==> src/rtl/pong_score_keeper.sv <==
// pong_score_keeper: goal detection, scoring and the serve/play/game-over sequencer
// sitting between pong_logic (ball position in) and pong_renderer (scores out).
// Everything runs in the clk_0 pixel-clock domain; goals are judged once per frame.
//
// Ports:
//   clk_0        pixel clock
//   rst          synchronous reset, active-low
//   frame_tick   one-cycle pulse per frame (start of vertical blank)
//   start        debounced start button, level, active-high
//   sq_xpos      ball left-edge x coordinate
//   play_enable  high only while the ball is in play
//   ball_reset   one-cycle pulse asking pong_logic to recentre the ball
//   serve_dir    0 = serve toward player 1 (left), 1 = toward player 2 (right)
//   score_p1/p2  player scores, binary
//   game_over    high once a player has reached WIN_SCORE
//   winner       0 = player 1, 1 = player 2; valid while game_over is high
//   goal_pulse   one-cycle pulse on every goal
module pong_score_keeper #(
  parameter int unsigned SCREEN_W     = 640,
  parameter int unsigned SQ_SIZE      = 10,
  parameter int unsigned LEFT_GOAL_X  = 0,
  parameter int unsigned WIN_SCORE    = 7,
  parameter int unsigned SERVE_FRAMES = 60
) (
  input  logic       clk_0,
  input  logic       rst,
  input  logic       frame_tick,
  input  logic       start,
  input  logic [9:0] sq_xpos,
  output logic       play_enable,
  output logic       ball_reset,
  output logic       serve_dir,
  output logic [3:0] score_p1,
  output logic [3:0] score_p2,
  output logic       game_over,
  output logic       winner,
  output logic       goal_pulse
);

  localparam int unsigned XW = 11;  // one bit wider than sq_xpos so x + SQ_SIZE cannot wrap
  localparam int unsigned SW = 4;
  localparam int unsigned CW = 8;

  typedef enum logic [1:0] {IDLE, SERVE, PLAY, OVER} state_t;

  state_t        state;
  logic [CW-1:0] serve_cnt;

  logic [XW-1:0] x_ext_c;
  logic          left_goal_c;
  logic          right_goal_c;
  logic          serve_last_c;
  logic [SW-1:0] p1_inc_c;
  logic [SW-1:0] p2_inc_c;

  // Goal geometry and score increments, evaluated every cycle, used only in PLAY.
  assign x_ext_c      = XW'(sq_xpos);
  assign left_goal_c  = x_ext_c <= XW'(LEFT_GOAL_X);
  assign right_goal_c = (x_ext_c + XW'(SQ_SIZE)) >= XW'(SCREEN_W);
  assign serve_last_c = serve_cnt == CW'(SERVE_FRAMES - 1);
  assign p1_inc_c     = score_p1 + SW'(1);
  assign p2_inc_c     = score_p2 + SW'(1);

  // Sequencer with registered outputs.
  always_ff @(posedge clk_0) begin
    if (!rst) begin
      state       <= IDLE;
      serve_cnt   <= '0;
      play_enable <= 1'b0;
      ball_reset  <= 1'b0;
      serve_dir   <= 1'b0;
      score_p1    <= '0;
      score_p2    <= '0;
      game_over   <= 1'b0;
      winner      <= 1'b0;
      goal_pulse  <= 1'b0;
    end else begin
      ball_reset <= 1'b0;
      goal_pulse <= 1'b0;
      case (state)
        IDLE: begin
          play_enable <= 1'b0;
          if (start) begin
            state      <= SERVE;
            ball_reset <= 1'b1;
            serve_cnt  <= '0;
            serve_dir  <= 1'b0;
          end
        end
        SERVE: begin
          play_enable <= 1'b0;
          if (frame_tick) begin
            if (serve_last_c) begin
              state       <= PLAY;
              serve_cnt   <= '0;
              play_enable <= 1'b1;
            end else begin
              serve_cnt <= serve_cnt + CW'(1);
            end
          end
        end
        PLAY: begin
          // Left goal wins a tie so only one point is ever awarded per frame.
          if (frame_tick && (left_goal_c || right_goal_c)) begin
            goal_pulse  <= 1'b1;
            ball_reset  <= 1'b1;
            play_enable <= 1'b0;
            serve_cnt   <= '0;
            if (left_goal_c) begin
              score_p2  <= p2_inc_c;
              serve_dir <= 1'b0;
              if (p2_inc_c == SW'(WIN_SCORE)) begin
                state     <= OVER;
                game_over <= 1'b1;
                winner    <= 1'b1;
              end else begin
                state <= SERVE;
              end
            end else begin
              score_p1  <= p1_inc_c;
              serve_dir <= 1'b1;
              if (p1_inc_c == SW'(WIN_SCORE)) begin
                state     <= OVER;
                game_over <= 1'b1;
                winner    <= 1'b0;
              end else begin
                state <= SERVE;
              end
            end
          end
        end
        OVER: begin
          play_enable <= 1'b0;
          if (start) begin
            state      <= SERVE;
            score_p1   <= '0;
            score_p2   <= '0;
            winner     <= 1'b0;
            game_over  <= 1'b0;
            ball_reset <= 1'b1;
            serve_dir  <= 1'b0;
            serve_cnt  <= '0;
          end
        end
        default: state <= IDLE;
      endcase
    end
  end

endmodule

==> config.mk <==
export PLATFORM = sky130hd
export DESIGN_NAME = pong_score_keeper
export DESIGN_NICKNAME = d
export VERILOG_FILES = /design/src/rtl/pong_score_keeper.sv
export SDC_FILE = /design/constraint.sdc
export NUM_CORES = 1
export LEC_CHECK = 0
export BUFFER_PORTS_ARGS = -buffer_cell sky130_fd_sc_hd__buf_2
export CORE_MARGIN = 2
export CORE_UTILIZATION = 59
export DETAILED_ROUTE_END_ITERATION = 8
export GPL_ROUTABILITY_DRIVEN = 0
export PLACE_DENSITY = 0.93
export SYNTH_ARGS = -nofsm -noshare
export SYNTH_HDL_FRONTEND = slang
export SYNTH_SLANG_ARGS = --single-unit
==> constraint.sdc <==
create_clock -name clk_0 -period 4.65 [get_ports clk_0]
set_input_delay 0.2325 -clock clk_0 [delete_from_list [all_inputs] [get_ports clk_0]]
set_output_delay 0.2325 -clock clk_0 [all_outputs]
set_load 0.005 [all_outputs]
==> results by group, run 1 <==
Placement
  – Post-detailed-placement half-perimeter wirelength: 2.41 mm
  – IO buf count: 27

Floorplanning
  – I/O pin count: 28
  – Placement Rows: 18
  – Die Wd: ~56 µm
  – Die boundary height: about 56 µm
  – Effective utilization at floorplan: 0.634
  – Placeable core region: ~2500 µm²
  – Floorplan die area: 3120 µm²

Logic synthesis
  – Compound-Gate Fraction of Synth Area: 0.235
  – Yosys Warn Count: 0
  – Portion of synthesized cell area occupied by the leading cell type: 0.303
  – Seq cells post-synth: 24
  – Synth Area in XOR/XNOR: 0
  – Combinational family with the most area after synthesis: simple AND/OR/NAND/NOR gates
  – Unique masters post-synth: 52
  – Cell area after technology mapping: between 1500 and 2000 µm²
  – Share of synthesized registers carrying an async set or reset: 0
  – Main area contributors after synthesis: dfxtp_1 30%, ha_1 7.9%, nand2_1 6.6%
  – Post-synthesis cell count: roughly 200
  – Synthesized Nets: ~220
  – EDFF count, synth: 0
  – Register area share after synthesis: 0.303
  – Adder and majority gate portion of the synthesized area: 0.0790
  – Simple-gate portion of the synthesized area: 0.303
  – Post-synthesis mux area share: 0.0324
  – Ys flop type: dfxtp_1
  – Syn_area_per_cell: around 8.0 µm²
  – Area leader, netlist: dfxtp_1

Pwr
  – Peak supply drop: between 0.3 and 0.4 mV
  – Share of power burned in the clock network: 0.247
  – Total power per unit cell area: 352 nW/µm²
  – Reg power frac: 0.397
  – Leakage dissipation: ~0.72 nW
  – P_int: between 400 and 500 µW
  – Net Sw Frac: 0.355
  – Relative contribution of combinational cells to total power: 0.356
  – Switching power summed over all nets: about 220 µW

Global route
  – Tot GR Track Use: 0.210
  – First-pass GRT wire length: approximately 5.5 mm
  – Number of global-route vias before repair: ~1300
  – Antenna violations before repair: 0
  – Total congestion overflow: 0
  – Largest net degree at the start of global routing: 30

Job
  – Max_cap viols: 0

Route
  – Vias: approximately 1500
  – Final routed wire length divided by cell count: about 13 µm
  – Antenna-violating nets left: 0
  – Vias per cell: 5.95
  – DR pass1 iterations: 4
  – Count of routing violations after the opening detailed-route iteration: between 80 and 90
  – Residual DRC: 0
  – WL final: 3.21 mm

Timing
  – Setup-failing EPs final: 0
  – Setup Total Neg Slack: 0 ps
  – Worst slew pin tran: between 1000 and 1500 ps
  – Number of pins exceeding their max-slew limit in the final report: 0
  – Peak Freq: around 410 MHz
  – Minimum clock period after layout: approximately 2500 ps
  – Final number of hold-violating endpoints: 0
  – Fin crit share: 0.528
  – Worst clock skew: approximately 8.4 ps
  – RSZ-0062 raised after global routing: no
  – Slew headroom: 0.273
  – Final Hold Slack: 226 ps

Worst setup path
  – Crit path capture type: flip-flop
  – Critical Path Source Type: primary input
  – Critical path type: primary input to flip-flop
  – Critical path peak fanout: 12
  – Count of cells along the worst register-to-register path: 8
  – Required time at the endpoint of the critical path: between 4000 and 5000 ps
  – CP arrival: 2700 ps

Clock network
  – Setup Fix Bufs, Post-CTS: 0
  – Total number of clock tree sinks: 24
  – Largest buffer count on any clock path: 2
  – Maximum level of the CTS H-tree: 1
  – Clock root buffer master: clkbuf_4
  – Num CTS Buffers: 3
  – Clock Latency Late Sink: between 300 and 400 ps
  – Number of hold buffers added after CTS: 0
  – # resized after CTS: 0
  – Register clock-pin slew on the reported worst setup and hold paths: roughly 140 ps
  – TritonCTS clock tree: done

Finish
  – Final layout net count: ~250
  – N_diodes: 0
  – Layout area overhead: 11.5%
  – Fraction of final layout cells sized beyond drive strength 1: 0.193
  – Most used cells in the layout excluding fill and tap cells: 28 x nand2_1, 27 x buf_2, 24 x dfxtp_1
  – Commonest non-fill, non-tap cell in the layout: nand2_1
  – Filler cells: 204

Outcome
  – Run status: finished, final reports clean

Hold path
  – Hold path depth: 3
  – Worst hold-check path type: primary input to flip-flop
## power by group through the flow
stage          sequential [mW]  clock [mW]  combinational [mW]
3_3_place_gp             0.250           0               0.212
2_1_floorplan            0.249           0               0.177
6_report                 0.247       0.154               0.221
5_1_grt                  0.251       0.163               0.245
4_1_cts                  0.247       0.156               0.220
3_5_place_dp             0.252           0               0.217
## sequential cells by signal (all words and copies together), names as in the netlist, 2 cells and up
register	cells
serve_cnt	8
state	2
score_p2	4
score_p1	4
## through the flow
stage          std cells  total power [mW]  cell area, µm²  setup slack (ps)   util
3_3_place_gp         249             0.462            1710              1960  0.686
6_report             253             0.622            1770              2190  0.707
4_1_cts              253             0.624            1770              2210  0.707
3_5_place_dp         249             0.469            1710              1870  0.686
2_1_floorplan        198             0.426            1580              2420      -
5_1_grt              253             0.659            1770              2050  0.707
## per-layer routing
layer	wire, µm	up-vias	GRT usage
li1	-	773	-
met1	1480	692	0.270
met2	1560	37	0.364
met3	146	4	0.0512
met4	20	0	0.0340
met5	0	-	0
## cells by family after synthesis
| logic type | count (synthesis) |
|---|---|
| buffers and inverters | 15 |
| adder cells (fa/ha/maj) | 10 |
| multiplexers | 5 |
| AO/OA/AOI/OAI | 54 |
| flip-flops | 24 |
| AND/OR/NAND/NOR | 90 |
## final cells by class
type / count / area, µm² / share of cell area
tap: 30 / 37.5 / 0.0212
clock buffer: 3 / 22.5 / 0.0127
clock inverter: 1 / 30.0 / 0.0170
inverter: 9 / 33.8 / 0.0191
sequential: 24 / 480 / 0.272
timing repair buffer: 27 / 135 / 0.0765
multi-input combinational: 159 / 1030 / 0.581
## worst max-delay path, cell delays in order
cell and delay [ps]:
buf_2 110, or4_4 540, nor4_4 470, a41o_2 200, o21ai_0 340, or3_2 600, o31ai_1 200
## worst paths after layout
| path | from | to | slack (ps) |
|---|---|---|---|
| worst max register to register | state[0] | serve_cnt[5] | 2290 |
| worst max-delay path | sq_xpos[4] | score_p1[3] | 2190 |
| worst min register to register | winner | winner | 470 |
| worst min-delay path | frame_tick | play_enable | 230 |
## cell usage after synthesis, drive strengths merged, types with 2 or more instances
library cell / instances
a31oi: 2
nor4: 2
or4: 3
o22a: 2
nand4: 3
o21ai: 13
clkbuf: 2
a21oi: 9
o31ai: 2
nor2: 13
o41ai: 2
o22ai: 3
a21boi: 6
nand2: 29
and3: 2
nor3: 5
mux2i: 4
buf: 4
dfxtp: 24
nand2b: 6
inv: 9
o21a: 3
nand3: 11
nor2b: 9
ha: 10
Power figures use the tool's default switching activity.
==> inputs of run 2 (changes only) <==
- ABC_AREA: not set -> 1
- CORE_UTILIZATION: 59 -> 55
- PLACE_DENSITY: 0.93 -> 0.88
- clock period: 4.65 -> 2.31 ns (I/O delays scaled with it)
==> results by group, run 2 <==
Outcome
  – Run status: finished, final reports clean

Worst setup path
  – Critical path type: flip-flop to flip-flop
  – CP dominant cell by count: inv_1
  – Required time at the endpoint of the critical path: 2570 ps (-2320 ps)
  – Cell-by-cell trace of the critical path: inv_1, ha_1, inv_1, nor2_1, inv_1, o21ai_0, clkinv_1, nand2_2, nand2_1, a21oi_1
  – Number of buffer and inverter stages on the critical path: 4 (+3)
  – Crit path capture type: flip-flop
  – Slowest library cell on the worst path: dfxtp_1
  – Maximum single-stage delay on the critical path: 440 ps (-160 ps)
  – CP arrival: 2210 ps (-490 ps)
  – Delay-heaviest family, CP: flip-flops
  – Critical Path Source Type: flip-flop
  – Critical path startpoint: state[0]
  – Critical path peak fanout: 9 (-3)
  – Reg-to-reg setup timing slack: 360 ps (-1930 ps)
  – Worst r2r src: state[0]

Logic synthesis
  – Area leader, netlist: dfxtp_1
  – Synthesized Nets: 281 (+27%)
  – Commonest cells post-synth: 62 x nand2_1, 45 x nor2_1, 30 x inv_1
  – Cell area after technology mapping: 1620 µm² (+2.1%)
  – Portion of synthesized cell area occupied by the leading cell type: 0.297 (-0.00610)
  – Seq cells post-synth: 24 (unchanged)
  – Main area contributors after synthesis: dfxtp_1 30%, nand2_1 14%, nor2_1 10%
  – Share of synthesized registers carrying an async set or reset: 0 (unchanged)
  – EDFF count, synth: 0 (unchanged)
  – Yosys Warn Count: 0 (unchanged)
  – Syn_area_per_cell: 6.29 µm² (-21%)
  – Ys flop type: dfxtp_1
  – Post-synthesis cell count: 257 (+30%)
  – Most common cell in the synthesized netlist: nand2_1
  – Register area share after synthesis: 0.297 (-0.00610)
  – Unique masters post-synth: 28 (-46%)

Timing
  – Number of pins exceeding their max-slew limit in the final report: 0 (unchanged)
  – Setup-failing EPs final: 0 (unchanged)
  – Final Hold Slack: 76.3 ps (-150 ps)
  – Minimum clock period after layout: a little under 2000 ps
  – Worst slew pin tran: 407 ps (-672 ps)
  – Worst clock skew: 10.9 ps (+2.53 ps)
  – Slew headroom: 0.729 (+0.456)
  – Peak Freq: slightly above 500 MHz
  – RSZ-0062 raised after global routing: no
  – Setup Total Neg Slack: 0 ps (unchanged)
  – Final number of hold-violating endpoints: 0 (unchanged)
  – PnR worst setup slack: 363 ps (-1830 ps)
  – Fin crit share: 0.843

Clock network
  – Maximum level of the CTS H-tree: 1 (unchanged)
  – Num CTS Buffers: 3 (unchanged)
  – Largest buffer count on any clock path: 2 (unchanged)
  – Setup Fix Bufs, Post-CTS: 0 (unchanged)
  – Total number of clock tree sinks: 24 (unchanged)
  – Clock Latency Late Sink: 320 ps (about the same)
  – Number of hold buffers added after CTS: 0 (unchanged)
  – Register clock-pin slew on the reported worst setup and hold paths: 140 ps (about the same)
  – # resized after CTS: 0 (unchanged)
  – Clock root buffer master: clkbuf_4
  – TritonCTS clock tree: done

Global route
  – Tot GR Track Use: 0.221 (+0.0104)
  – Antenna violations before repair: 0 (unchanged)
  – Number of global-route vias before repair: 1412 (+7.9%)
  – Largest net degree at the start of global routing: 21 (-30%)
  – First-pass GRT wire length: 5.89 mm (+6.9%)
  – Total congestion overflow: 0 (unchanged)

Route
  – Vias: 1632 (+8.4%)
  – Highest metal layer with signal wires: met4
  – WL final: 3.29 mm (+2.4%)
  – DR pass1 iterations: 4 (unchanged)
  – Routed wire length on met2: 1.58 mm (+1.2%)
  – Antenna-violating nets left: 0 (unchanged)
  – Amount of wire on met3 after detailed routing: 128 µm (-12%)
  – Vias per cell: 5.20 (-13%)
  – Final routed wire length divided by cell count: 10.5 µm (-18%)
  – Met1 routed wirelength after detailed routing: 1.54 mm (+3.7%)
  – Residual DRC: 0 (unchanged)
  – Count of routing violations after the opening detailed-route iteration: 72 (-11%)

Floorplanning
  – Placeable core region: 2780 µm² (+11%)
  – Die boundary height: 58.2 µm (+4.3%)
  – I/O pin count: 28 (unchanged)
  – Floorplan die area: 3390 µm² (+8.8%)
  – Die Wd: 58.2 µm (+4.3%)
  – Placement Rows: 19 (+1)
  – Effective utilization at floorplan: 0.581 (-0.0524)

Pwr
  – Leakage dissipation: 0.922 nW (+28%)
  – P_int: 1.08 mW (+170%)
  – Total power per unit cell area: 1060 nW/µm² (+200%)
  – Peak supply drop: 0.870 mV (+160%)
  – PnR Total Power: 1.91 mW (+210%)
  – Relative contribution of combinational cells to total power: 0.481 (+0.125)
  – Net Sw Frac: 0.434 (+0.0786)
  – Share of power burned in the clock network: 0.161 (-0.086)
  – Switching power summed over all nets: 830 µW (+280%)
  – Reg power frac: 0.358 (-0.039)

Placement
  – IO buf count: 27 (unchanged)
  – Post-detailed-placement half-perimeter wirelength: 2.56 mm (+6.4%)
  – Worst setup timing slack at the placement stage: 359 ps (-1510 ps)

Finish
  – Fraction of final layout cells sized beyond drive strength 1: 0.159 (-0.0338)
  – Final layout net count: 308 (+24%)
  – Commonest non-fill, non-tap cell in the layout: nand2_1
  – Most used cells in the layout excluding fill and tap cells: 62 x nand2_1, 45 x nor2_1, 30 x inv_1
  – Layout area overhead: 12.1%
  – N_diodes: 0 (unchanged)
  – Largest regs: serve_cnt (8), score_p1 (4), score_p2 (4)
  – Filler cells: 278 (+36%)
  – Register ranked first by flip-flop count: serve_cnt
  – Max reg flops: 8 (unchanged)

Hold path
  – Worst hold-check path type: primary input to flip-flop
  – Start point of the worst min-delay path: start

Job
  – Max_cap viols: 0 (unchanged)
==> run 2: through the flow <==
| step | std cells | util | area (µm²) |
|---|---|---|---|
| final | 314 | 0.651 | 1810 |
| after detailed placement | 310 | 0.632 | 1760 |
| after CTS | 314 | 0.651 | 1810 |
| after global routing | 314 | 0.651 | 1810 |
| after floorplan | 257 | - | 1620 |
| after global placement | 310 | 0.632 | 1760 |
==> run 2: logic make-up after synthesis <==
| family | Yosys count | synth area share |
|---|---|---|
| compound gates | 26 | 0.0882 |
| xor+xnor | 5 | 0.0271 |
| fa+ha+maj | 10 | 0.0774 |
| buf+inv | 40 | 0.103 |
| flops | 24 | 0.297 |
| simple gates | 152 | 0.407 |
==> run 2: tightest hold or removal path, cell delays in order <==
cell,delay [ps]
buf_2,120
nand2_1,50
a211oi_1,70
==> run 2: path summary, 6_finish.rpt <==
check,depth (start not counted),endpoint
max,10,serve_cnt[6]
min,3,ball_reset
max reg2reg,10,serve_cnt[6]
min reg2reg,2,winner
==> run 2: final cells by class <==
| class | instances | area (µm²) | share of cell area |
|---|---|---|---|
| Inverter | 34 | 128 | 0.0704 |
| Tap cell | 31 | 38.8 | 0.0214 |
| Clock buffer | 3 | 22.5 | 0.0124 |
| Sequential cell | 24 | 480 | 0.265 |
| Clock inverter | 1 | 30.0 | 0.0166 |
| Timing Repair Buffer | 28 | 143 | 0.0787 |
| Multi-Input combinational cell | 193 | 970 | 0.535 |
==> run 2: per-layer routing <==
metal / vias to the layer above / global-route usage
li1: 864 / -
met3: 4 / 0.0402
met2: 38 / 0.381
met4: 0 / 0.0565
met1: 726 / 0.282
met5: - / 0
==> run 2: power groups by stage <==
stage               Sequential (mW)  Clock, mW  Combinational, mW
finish                        0.684      0.307              0.920
detailed placement            0.692          0              0.918
CTS                           0.683      0.317              0.921
global route                  0.703      0.330               1.08
global placement              0.680          0              0.892
floorplan                     0.670          0              0.714
==> inputs of run 3 (changes only) <==
- clock period: 2.31 -> 2 ns (I/O delays scaled with it)
==> results by group, run 3 (synthesis results as in run 2) <==
Outcome
  – Run status: finished, final reports clean

Worst setup path
  – Delay-heaviest family, CP: flip-flops
  – Critical path peak fanout: 9 (unchanged)
  – Required time at the endpoint of the critical path: 2240 ps (-330 ps)
  – Maximum single-stage delay on the critical path: 430 ps (about the same)
  – Number of buffer and inverter stages on the critical path: 4 (unchanged)
  – Slowest library cell on the worst path: dfxtp_1
  – Critical path type: flip-flop to flip-flop
  – Crit path capture type: flip-flop
  – Cell-by-cell trace of the critical path: inv_1, ha_1, inv_1, nor2_1, inv_1, o21ai_0, inv_2, nand2_2, o21ai_0, nor2_1
  – CP dominant cell by count: inv_1
  – Critical Path Source Type: flip-flop
  – CP arrival: 1980 ps (-230 ps)

Global route
  – Tot GR Track Use: 0.207 (-0.0132)
  – First-pass GRT wire length: 5.63 mm (-4.4%)
  – Total congestion overflow: 0 (unchanged)
  – Largest net degree at the start of global routing: 17 (-19%)
  – Antenna violations before repair: 0 (unchanged)
  – Number of global-route vias before repair: 1381 (-2.2%)

Finish
  – Fraction of final layout cells sized beyond drive strength 1: 0.168 (+0.00941)
  – Max reg flops: 8 (unchanged)
  – Count of placed standard cells in the final layout, fillers left out: 316 (+0.64%)
  – Final layout net count: 310 (+0.65%)
  – Largest regs: serve_cnt (8), score_p1 (4), score_p2 (4)
  – FF+latch area: 480 µm² (unchanged)
  – Layout area overhead: 13.0%
  – Commonest non-fill, non-tap cell in the layout: nand2_1
  – Filler cells: 258 (-7.2%)
  – Register ranked first by flip-flop count: serve_cnt
  – Most used cells in the layout excluding fill and tap cells: 62 x nand2_1, 45 x nor2_1, 30 x inv_1
  – N_diodes: 0 (unchanged)
  – Post-route cell area: 1830 µm² (+0.83%)
  – Finished Core Util: 0.657 (+0.00540)
  – Multi-input gate area in the final layout: 970 µm² (unchanged)

Timing
  – Final number of hold-violating endpoints: 0 (unchanged)
  – Worst clock skew: 12.0 ps (+1.10 ps)
  – Peak Freq: 573 MHz (+12%)
  – Fin crit share: 0.872 (+0.0293)
  – Setup-failing EPs final: 0 (unchanged)
  – RSZ-0062 raised after global routing: no
  – Minimum clock period after layout: 1740 ps (-203 ps)
  – PnR worst setup slack: 256 ps (-107 ps)
  – Setup Total Neg Slack: 0 ps (unchanged)
  – Worst slew pin tran: 344 ps (-63.1 ps)
  – Final Hold Slack: 48.1 ps (-28.1 ps)
  – Number of pins exceeding their max-slew limit in the final report: 0 (unchanged)
  – Slew headroom: 0.768 (+0.0397)

Placement
  – Post-detailed-placement half-perimeter wirelength: 2.50 mm (-2.5%)
  – Number of cells after detailed placement: 312 (+0.65%)
  – Worst setup timing slack at the placement stage: 124 ps (-235 ps)
  – Placed Instance Area: 1770 µm² (+0.85%)
  – IO buf count: 27 (unchanged)

Clock network
  – Clock root buffer master: clkbuf_4
  – Total number of clock tree sinks: 24 (unchanged)
  – Clock Latency Late Sink: 320 ps (about the same)
  – Maximum level of the CTS H-tree: 1 (unchanged)
  – TritonCTS clock tree: done
  – Number of hold buffers added after CTS: 0 (unchanged)
  – Largest buffer count on any clock path: 2 (unchanged)
  – Register clock-pin slew on the reported worst setup and hold paths: 140 ps (about the same)
  – Num CTS Buffers: 3 (unchanged)
  – Setup Fix Bufs, Post-CTS: 0 (unchanged)

Floorplanning
  – I/O pin count: 28 (unchanged)
  – Placeable core region: 2780 µm² (unchanged)
  – Placement Rows: 19 (unchanged)
  – Die boundary height: 58.2 µm (unchanged)
  – Die Wd: 58.2 µm (unchanged)
  – Effective utilization at floorplan: 0.581 (unchanged)
  – Floorplan die area: 3390 µm² (unchanged)

Pwr
  – Peak supply drop: 1.23 mV (+42%)
  – Total power per unit cell area: 1210 nW/µm² (+14%)
  – PnR Total Power: 2.20 mW (+15%)
  – Leakage dissipation: 0.934 nW (+1.3%)

Hold path
  – Worst hold-check path type: primary input to flip-flop

Route
  – Final routed wire length divided by cell count: 10.2 µm (-2.3%)
  – WL final: 3.24 mm (-1.6%)
  – Antenna-violating nets left: 0 (unchanged)
  – Residual DRC: 0 (unchanged)
  – DR pass1 iterations: 5 (+1)
  – Vias per cell: 5.00 (-3.8%)
  – Vias: 1580 (-3.2%)
  – Count of routing violations after the opening detailed-route iteration: 76 (+5.6%)

Job
  – Max_cap viols: 0 (unchanged)
==> run 3: tightest hold or removal path: stages <==
cell	delay, ps
buf_2	110
nand2_1	60
a211oi_1	60
==> run 3: report_power, final <==
group | total (mW) | switching, mW | internal (mW)
logic | 1.07 | 0.647 | 0.422
clock network | 0.353 | 0.151 | 0.203
registers | 0.782 | 0.148 | 0.634
==> run 3: final cells by class <==
type | instances | share of cell area
inverter | 34 | 0.0699
tap | 31 | 0.0212
sequential | 24 | 0.263
clock buffer | 3 | 0.0123
timing repair buffer | 30 | 0.0863
clock inverter | 1 | 0.0164
multi-input combinational | 193 | 0.531
==> run 3: path summary, 6_finish.rpt <==
path                 start  slack (ps)  depth (start not counted)      endpoint
setup / recovery  state[0]         260                         10  serve_cnt[0]
hold / removal       start          50                          3    ball_reset
setup reg to reg  state[0]         260                         10  serve_cnt[0]
hold reg to reg     winner         470                          2        winner
==> run 3: what timing repair did <==
action                                 in CTS  in global routing
endpoints found under the hold margin       0                  0
setup endpoints to repair                   0                  8
resized for setup                           0                  1
==> run 3: per-layer routing <==
| metal | global-route usage | vias to the layer above | routed length [µm] |
|---|---|---|---|
| met2 | 0.365 | 33 | 1560 |
| met3 | 0.0446 | 2 | 132 |
| met5 | 0 | - | 0 |
| met4 | 0.0332 | 0 | 10 |
| li1 | - | 868 | - |
| met1 | 0.263 | 677 | 1540 |
